File: config.mk
export PLATFORM = sky130hd
export DESIGN_NAME = wb_mem_bridge
export DESIGN_NICKNAME = d
export VERILOG_FILES = /design/src/rtl/wb_mem_pkg.sv /design/src/rtl/wb_beat_ctr.sv /design/src/rtl/wb_mem_bridge.sv
export SDC_FILE = /design/constraint.sdc
export NUM_CORES = 1
export LEC_CHECK = 0
export ABC_CLOCK_PERIOD_IN_PS = 3850
export BUFFER_PORTS_ARGS = -buffer_cell sky130_fd_sc_hd__buf_2
export CAP_MARGIN = 25
export CORE_MARGIN = 3
export CORE_UTILIZATION = 46
export DETAILED_ROUTE_END_ITERATION = 10
export MAX_ROUTING_LAYER = met4
export PLACE_DENSITY = 0.95
export SKIP_CTS_REPAIR_TIMING = 1
export SLEW_MARGIN = 10
export SYNTH_ARGS = -nofsm -noshare
export SYNTH_HDL_FRONTEND = slang
export SYNTH_SLANG_ARGS = --single-unit
File: constraint.sdc
create_clock -name clk_i -period 3.85 [get_ports clk_i]
set_input_delay 0.385 -clock clk_i [delete_from_list [all_inputs] [get_ports clk_i]]
set_output_delay 0.385 -clock clk_i [all_outputs]
set_load 0.005 [all_outputs]
File: src/rtl/wb_mem_pkg.sv
// Shared types and sizing for the Wishbone-to-word-RAM bridge.
// Latency: n/a (declarations only); backpressure: n/a.
package wb_mem_pkg;

    typedef enum logic [2:0] {
        IDLE     = 3'd0,
        RD_FETCH = 3'd1,
        RD_BEAT  = 3'd2,
        WR_BEAT  = 3'd3,
        ERR      = 3'd4
    } state_e;

    localparam int MEM_BYTES_DEF = 65536;
    localparam int MEM_WORDS     = MEM_BYTES_DEF / 4;
    localparam int WIDX_W        = $clog2(MEM_WORDS);

    function automatic int idx_width(input int mem_bytes);
        return $clog2(mem_bytes / 4);
    endfunction

endpackage

File: src/rtl/wb_beat_ctr.sv
// Burst bookkeeping: remaining beat count and auto-incrementing word index (wraps at RAM size).
// Latency: load/step take effect on the next edge; backpressure: steps only when told to.
module wb_beat_ctr #(
    parameter int BL_W  = 10,
    parameter int IDX_W = 14
) (
    input  logic             clk_i,
    input  logic             rst_n,
    input  logic             load_i,
    input  logic             step_i,
    input  logic [IDX_W-1:0] idx_i,
    input  logic [BL_W-1:0]  bl_i,
    output logic [IDX_W-1:0] idx_o,
    output logic             last_o,
    output logic             done_o
);

    logic [IDX_W-1:0] idx_q, idx_d;
    logic [BL_W-1:0]  left_q, left_d;

    assign idx_o  = idx_q;
    assign last_o = (left_q == BL_W'(1));
    assign done_o = (left_q == '0);

    always_comb begin
        idx_d  = idx_q;
        left_d = left_q;
        if (load_i) begin
            idx_d  = idx_i;
            left_d = (bl_i == '0) ? BL_W'(1) : bl_i;
        end else if (step_i && !done_o) begin
            idx_d  = idx_q + IDX_W'(1);
            left_d = left_q - BL_W'(1);
        end
    end

    always_ff @(posedge clk_i or negedge rst_n) begin
        if (!rst_n) begin
            idx_q  <= '0;
            left_q <= '0;
        end else begin
            idx_q  <= idx_d;
            left_q <= left_d;
        end
    end

endmodule

File: src/rtl/wb_mem_bridge.sv
// Wishbone burst slave onto a 1-cycle-latency byte-enable word RAM, with lack and error responses.
// Latency: write ack 1 cycle after request, read ack 2 cycles; backpressure: read beats wait for bry_i.
module wb_mem_bridge
    import wb_mem_pkg::*;
#(
    parameter int AW        = 32,
    parameter int DW        = 32,
    parameter int BL_W      = 10,
    parameter int MEM_BYTES = MEM_BYTES_DEF
) (
    input  logic            clk_i,
    input  logic            rst_n,
    input  logic [AW-1:0]   s_wbd_adr_i,
    input  logic [DW-1:0]   s_wbd_dat_i,
    input  logic [3:0]      s_wbd_sel_i,
    input  logic [BL_W-1:0] s_wbd_bl_i,
    input  logic            s_wbd_bry_i,
    input  logic            s_wbd_we_i,
    input  logic            s_wbd_cyc_i,
    input  logic            s_wbd_stb_i,
    output logic [DW-1:0]   s_wbd_dat_o,
    output logic            s_wbd_ack_o,
    output logic            s_wbd_lack_o,
    output logic            s_wbd_err_o,
    output logic [AW-3:0]   mem_raddr_o,
    input  logic [DW-1:0]   mem_dout_i,
    output logic [AW-3:0]   mem_waddr_o,
    output logic [DW-1:0]   mem_din_o,
    output logic [3:0]      mem_we_o
);

    localparam int IDX_W = idx_width(MEM_BYTES);

    state_e          state_q, state_d;
    logic            ack_q, ack_d;
    logic            lack_q, lack_d;
    logic            single_q, single_d;
    logic [DW-1:0]   dat_q, dat_d;

    logic            ctr_load, ctr_step;
    logic [IDX_W-1:0] beat_idx, raddr_idx;
    logic            beats_last, beats_done;
    logic            adr_bad;

    // Anything above the RAM window or not word aligned is rejected up front.
    assign adr_bad = (|s_wbd_adr_i[1:0]) | (|(s_wbd_adr_i >> (IDX_W + 2)));

    wb_beat_ctr #(
        .BL_W  (BL_W),
        .IDX_W (IDX_W)
    ) u_beat_ctr (
        .clk_i  (clk_i),
        .rst_n  (rst_n),
        .load_i (ctr_load),
        .step_i (ctr_step),
        .idx_i  (s_wbd_adr_i[IDX_W+1:2]),
        .bl_i   (s_wbd_bl_i),
        .idx_o  (beat_idx),
        .last_o (beats_last),
        .done_o (beats_done)
    );

    assign s_wbd_dat_o  = dat_q;
    assign s_wbd_ack_o  = ack_q & s_wbd_cyc_i;
    assign s_wbd_lack_o = lack_q & s_wbd_cyc_i;
    assign s_wbd_err_o  = (state_q == ERR) & s_wbd_cyc_i;
    assign mem_raddr_o  = (AW-2)'(raddr_idx);
    assign mem_waddr_o  = (AW-2)'(beat_idx);
    assign mem_din_o    = s_wbd_dat_i;

    always_comb begin
        state_d   = state_q;
        ack_d     = 1'b0;
        lack_d    = 1'b0;
        dat_d     = dat_q;
        single_d  = single_q;
        ctr_load  = 1'b0;
        ctr_step  = 1'b0;
        raddr_idx = beat_idx;
        mem_we_o  = 4'b0000;
        case (state_q)
            IDLE: begin
                if (s_wbd_cyc_i && s_wbd_stb_i) begin
                    ctr_load = 1'b1;
                    single_d = (s_wbd_bl_i <= BL_W'(1));
                    if (adr_bad)         state_d = ERR;
                    else if (s_wbd_we_i) state_d = WR_BEAT;
                    else                 state_d = RD_FETCH;
                end
            end
            ERR: state_d = IDLE;
            RD_FETCH: state_d = s_wbd_cyc_i ? RD_BEAT : IDLE;
            RD_BEAT: begin
                if (!s_wbd_cyc_i || beats_done) begin
                    state_d = IDLE;
                end else if (single_q || s_wbd_bry_i) begin
                    // Issuing a beat already points the RAM at the next word so beats can stream.
                    ack_d     = 1'b1;
                    lack_d    = beats_last;
                    dat_d     = mem_dout_i;
                    ctr_step  = 1'b1;
                    raddr_idx = beat_idx + IDX_W'(1);
                end
            end
            WR_BEAT: begin
                if (!s_wbd_cyc_i || beats_done) begin
                    state_d = IDLE;
                end else if (s_wbd_stb_i && !ack_q) begin
                    mem_we_o = s_wbd_sel_i;
                    ack_d    = 1'b1;
                    lack_d   = beats_last;
                    ctr_step = 1'b1;
                end
            end
            default: state_d = IDLE;
        endcase
    end

    always_ff @(posedge clk_i or negedge rst_n) begin
        if (!rst_n) begin
            state_q  <= IDLE;
            ack_q    <= 1'b0;
            lack_q   <= 1'b0;
            single_q <= 1'b0;
            dat_q    <= '0;
        end else begin
            state_q  <= state_d;
            ack_q    <= ack_d;
            lack_q   <= lack_d;
            single_q <= single_d;
            dat_q    <= dat_d;
        end
    end

endmodule

* Yosys cells after proc, flatten, opt, wreduce, memory -nomap -nowiden
Index checks and enable logic that the tools add are counted.
** Cells by class
- $add $sub $neg :: 2
- Multiply operators :: 0
- Div/mod/pow operators :: 0
- Magnitude comparators :: 1
- Equality and inequality tests :: 7
- Shifts and indexed selects :: 0
- Muxes and demuxes :: 29
- Bitwise logic cells :: 5
- Reductions and logical operators :: 18
** Operators by type and width (count)
- two-way mux 14 bit :: 5
- two-way mux 10 bit :: 3
- logical NOT 10 bit :: 2
- OR reduction 16 bit :: 1
- adder 14 x 1 -> 14 bit, second input constant :: 1
- two-way mux 4 bit :: 3
- == test 10 x 1 -> 1 bit, second input constant :: 1
- <= comparator 10 x 1 -> 1 bit, second input constant :: 1
- two-way mux 1 bit :: 10
- subtractor 10 x 1 -> 10 bit, second input constant :: 1
- two-way mux 3 bit :: 3
- one-hot mux 3 bit (3 select lines) :: 1
- == test 3 x 2 -> 1 bit, second input constant :: 2
- two-way mux 2 bit :: 2
- one-hot mux 1 bit (2 select lines) :: 2
- AND reduction 2 bit :: 2
- OR reduction 2 bit :: 2
- bitwise AND 1 bit :: 3
- == test 3 x 1 -> 1 bit, second input constant :: 1
- == test 3 bit, second input constant :: 1
- logical AND 1 bit :: 3
- logical NOT 1 bit :: 3
- logical NOT 3 bit :: 1
- AND reduction 3 bit :: 1
- other kinds (6) :: 7
** Word-level totals
- Bits in registers :: 62
- Bits in latches :: 0
- RAM bits :: 0
- Memory bits (read-only) :: 0
- Memories kept :: 0

* Logic depth before layout (Yosys ltp)
- Word-level depth :: 8
- Mapped depth :: 9

* Modules after synthesis
From an unflattened synthesis, not the netlist that was laid out.
** Second synthesis, totals
- Cell total of the unflattened synthesis :: 380
- Area, all modules :: 3961.3 um^2
** Modules (own cells, without submodules)
- wb_mem_bridge :: times used 1, cells an instance 212, area an instance 2481.1 um^2
- wb_beat_ctr :: times used 1, cells an instance 168, area an instance 1480.2 um^2

* Worst setup path before layout
No wires, ideal clock.
- Kind :: reg-to-output
- Start point :: register u_beat_ctr.left_q[1]
- End point :: output port mem_raddr_o[5]
- Arrival :: 2034 ps
- Data required time :: 3465 ps
- Path slack :: 1431 ps
- Stages on the path, launching flop included :: 10
- Buffers on the path :: 2
- Cell sequence :: dfrtp_1 -> inv_1 -> ha_1 -> or4b_1 -> o31ai_4 -> or3_1 -> clkbuf_1 -> buf_4 -> nor2_1 -> xnor2_1
** Between the ends
- Word-level cells in the longest chain between the ends :: 4
** Ends and longest elaborated chain
- start: declaration :: line wb_beat_ctr.sv:19 : logic [BL_W-1:0] left_q, left_d;
- start signal: assignment :: line wb_beat_ctr.sv:43 : left_q <= left_d;
- logical NOT 10 bit :: line wb_beat_ctr.sv:23 : assign done_o = (left_q == '0);
- logical OR 1 bit :: line wb_mem_bridge.sv:94 : if (!s_wbd_cyc_i || beats_done) begin
- two-way mux 14 bit :: line wb_mem_bridge.sv:94
- two-way mux 14 bit :: line wb_mem_bridge.sv:81 : case (state_q)
- end: declaration :: line wb_mem_bridge.sv:25 : output logic [AW-3:0] mem_raddr_o,
No other way between the ends.

* Final worst setup path
- Start point :: register u_beat_ctr.left_q[1]
- End point :: output port mem_raddr_o[0]
The elaborated chain is that of the path after synthesis.

==> metrics.yaml <==
synthesis:
  synth_cell_types: 53
  synth_enable_flop_cells: 0
  post_synth_xor_area_fraction: 0.0349
  yosys.area_share.simple: 0.244
  synth_compound_area_frac: 0.127
  seq_area_frac_synth: 0.412
  synth_top_family_by_area: "simple AND/OR/NAND/NOR gates"
  synth_area_per_cell_sq_um: 8.62
  syn_area_sq_um: 3760
  synthMuxAreaShare: 0.00299
  async_flop_share: 1.00
  ys.warnings.count: 0
  synth_ff_type: "dfrtp_1"
  synth-seq-cells: 62
  synthAdderAreaFrac: 0.0133
  synthCells: 437
detailed_routing:
  post_drt_via_cell_ratio: 5.07
  wl_per_cell_um: 15.1
  first_pass_iters: 4
  vias: 3353
  ant_nets: 0
  drc: 0
  drtIter0Drc: 137
  drt-total-wl_um: 10000
cts:
  cts_tree: "built"
  clock_path_buffers: 2
  numClockSinks: 62
  htree_levels: 3
  root_buffer: "clkbuf_8"
  worstSkewPairLatency_ns: 0.34
  clk_pin_slew_worst_paths_ns: 0.07
  cts_made_buffers: 9
timing:
  hold_violations: 0
  fin_worst_skew_ns: 0.00432
  maxSlewViolCount: 0
  max_freq_mhz: 300
  min_period_ns: 3.34
  holdWs_ns: 0.0228
  finalCritPeriodShare: 0.867
  rsz0062_at_grt: "no"
  finalSetupViolCount: 0
  tightest_slew_ns: 0.898
  setup_tns_ns: 0
  relSlewSlack: 0.398
global_route:
  grt_pass1_vias: 3090
  grt_first_pass_wirelength_um: 14900
  grt.total_usage: 0.211
  grt_start_max_net_pins: 40
  antenna_found_initial: 0
  grt-ovfl-total: 0
place:
  gp_congestion: 0.928
  numPortBuffers: 150
  placed_area_sq_um: 4220
  dpl.hpwl_um: 7440
power_and_ir_drop:
  swShare: 0.280
  seqPwrFrac: 0.450
  powerDensity_nw_per_um2: 374
  p_sw_uw: 467
  p_clk_frac: 0.400
  cellLeakagePower_nw: 2.40
  combinationalPowerShare: 0.150
  total_power_mw: 1.67
  p_int_mw: 1.20
  peakVddDrop_v: 0.000321
setup_path:
  required_ns: 3.46
  worst_setup_path_start_kind: "flop"
  crit_path_max_fanout: 33
  arrival_ns: 2.95
  critical_path_class: "reg -> out"
  worst_setup_path_end_kind: "output pin"
layout:
  ff_latch_area_sq_um: 1550
  layout_common_cells: "150 x buf_2, 119 x nand2_1, 62 x dfrtp_1"
  multi_input_area_sq_um: 1710
  final_common_cell: "buf_2"
  finish.utilization: 0.567
  n_antenna_cell: 0
  layout.nets: 674
  area_growth_pct: 18.3
  fill_cells: 698
  drive_above_1_share: 0.326
  design_area_sq_um: 4450
die:
  core-area_sq_um: 7850
  die_w_um: 96.5
  start_util: 0.480
  die_y_um: 96.5
  io_pins: 247
  num_rows: 32
  dieArea_sq_um: 9310
min_path:
  hp-class: "in -> async"
job:
  cap_violations: 0
status:
  status: "complete, no violations"
kinds of logic after synthesis:
| family | count (synthesis) |
|---|---|
| fa+ha+maj | 4 |
| compound gates | 62 |
| simple gates | 201 |
| buf+inv | 91 |
| other cells | 1 |
| flops | 62 |
| mux | 1 |
| xor+xnor | 15 |
metal layers:
metal | share of wire | track usage | wire (um) | vias up
met3 | 0.074 | 0.0581 | 739 | 22
met2 | 0.51 | 0.351 | 5100 | 151
met5 | 0 | - | 0 | -
met4 | 0.018 | 0.0631 | 182 | 0
li1 | - | - | - | 1601
met1 | 0.40 | 0.252 | 3980 | 1579
stage by stage:
stage               std cells  setup WS, ns
global route              661         0.341
global placement          644         0.942
finish                    661         0.513
CTS                       660         0.513
floorplan                 468          1.43
detailed placement        644         0.891
worst paths after layout:
check | start | end | slack [ns] | cells past startpoint
max | u_beat_ctr.left_q[1]$_DFFE_PN0P_ | mem_raddr_o[0] | 0.51 | 8
min | rst_n | u_beat_ctr.idx_o[13]$_DFFE_PN0P_ | 0.02 | 1
max reg2reg | u_beat_ctr.left_q[1]$_DFFE_PN0P_ | s_wbd_dat_o[30]$_DFFE_PN0P_ | 1.25 | 8
min reg2reg | s_wbd_dat_o[13]$_DFFE_PN0P_ | s_wbd_dat_o[13]$_DFFE_PN0P_ | 0.47 | 2
max in group asynchronous | rst_n | u_beat_ctr.idx_o[11]$_DFFE_PN0P_ | 2.93 | 2
min in group clk_i | mem_dout_i[22] | s_wbd_dat_o[22]$_DFFE_PN0P_ | 0.24 | 3
final cells by class:
cell class,count,share of cell area
clock buffer,10,0.0309
clock inverter,6,0.0208
inverter,11,0.00983
multi-input combinational,315,0.385
sequential,62,0.348
tap,102,0.0287
timing repair buffer,155,0.176
state kept, by name, indices dropped and copies added (netlist names):
signal             count
ack_q                  1
lack_q                 1
s_wbd_dat_o           32
single_q               1
state_q                3
u_beat_ctr.idx_o      14
u_beat_ctr.left_q     10
cell usage after synthesis, types with 3 or more instances:
library cell	count	area [sq um]
o21a_1	6	45.0
nand2b_1	5	31.3
xor2_1	6	52.6
a21oi_1	13	65.1
nor4_1	9	56.3
ha_1	4	50.1
o221a_1	3	33.8
clkbuf_1	6	22.5
a31oi_1	3	18.8
a21o_1	5	37.5
buf_6	3	33.8
o22ai_1	3	18.8
buf_4	66	495
xnor2_1	9	78.8
dfrtp_1	62	1550
buf_2	5	25.0
nand3_1	13	65.1
o21ai_1	10	50.1
nor2_1	21	78.8
nand2_1	119	447
a221o_1	6	60.1
nor3_1	13	65.1
inv_1	10	37.5
and2_1	6	37.5
power by group through the flow:
stage | clock network, mW | logic [mW] | registers, mW
final | 0.666 | 0.251 | 0.750
after global routing | 0.715 | 0.283 | 0.755
after CTS | 0.681 | 0.251 | 0.748
after detailed placement | 0 | 0.249 | 0.760
after global placement | 0 | 0.241 | 0.756
after floorplan | 0 | 0.172 | 0.751
critical path: stages, from the launching register on:
cell and delay, ns:
dfrtp_1 0.41, inv_1 0.14, ha_1 0.19, or4b_1 0.52
o31ai_4 0.31, or3_1 0.38, buf_4 0.39, xnor2_1 0.15
buf_2 0.12
Power figures use the tool's default switching activity.
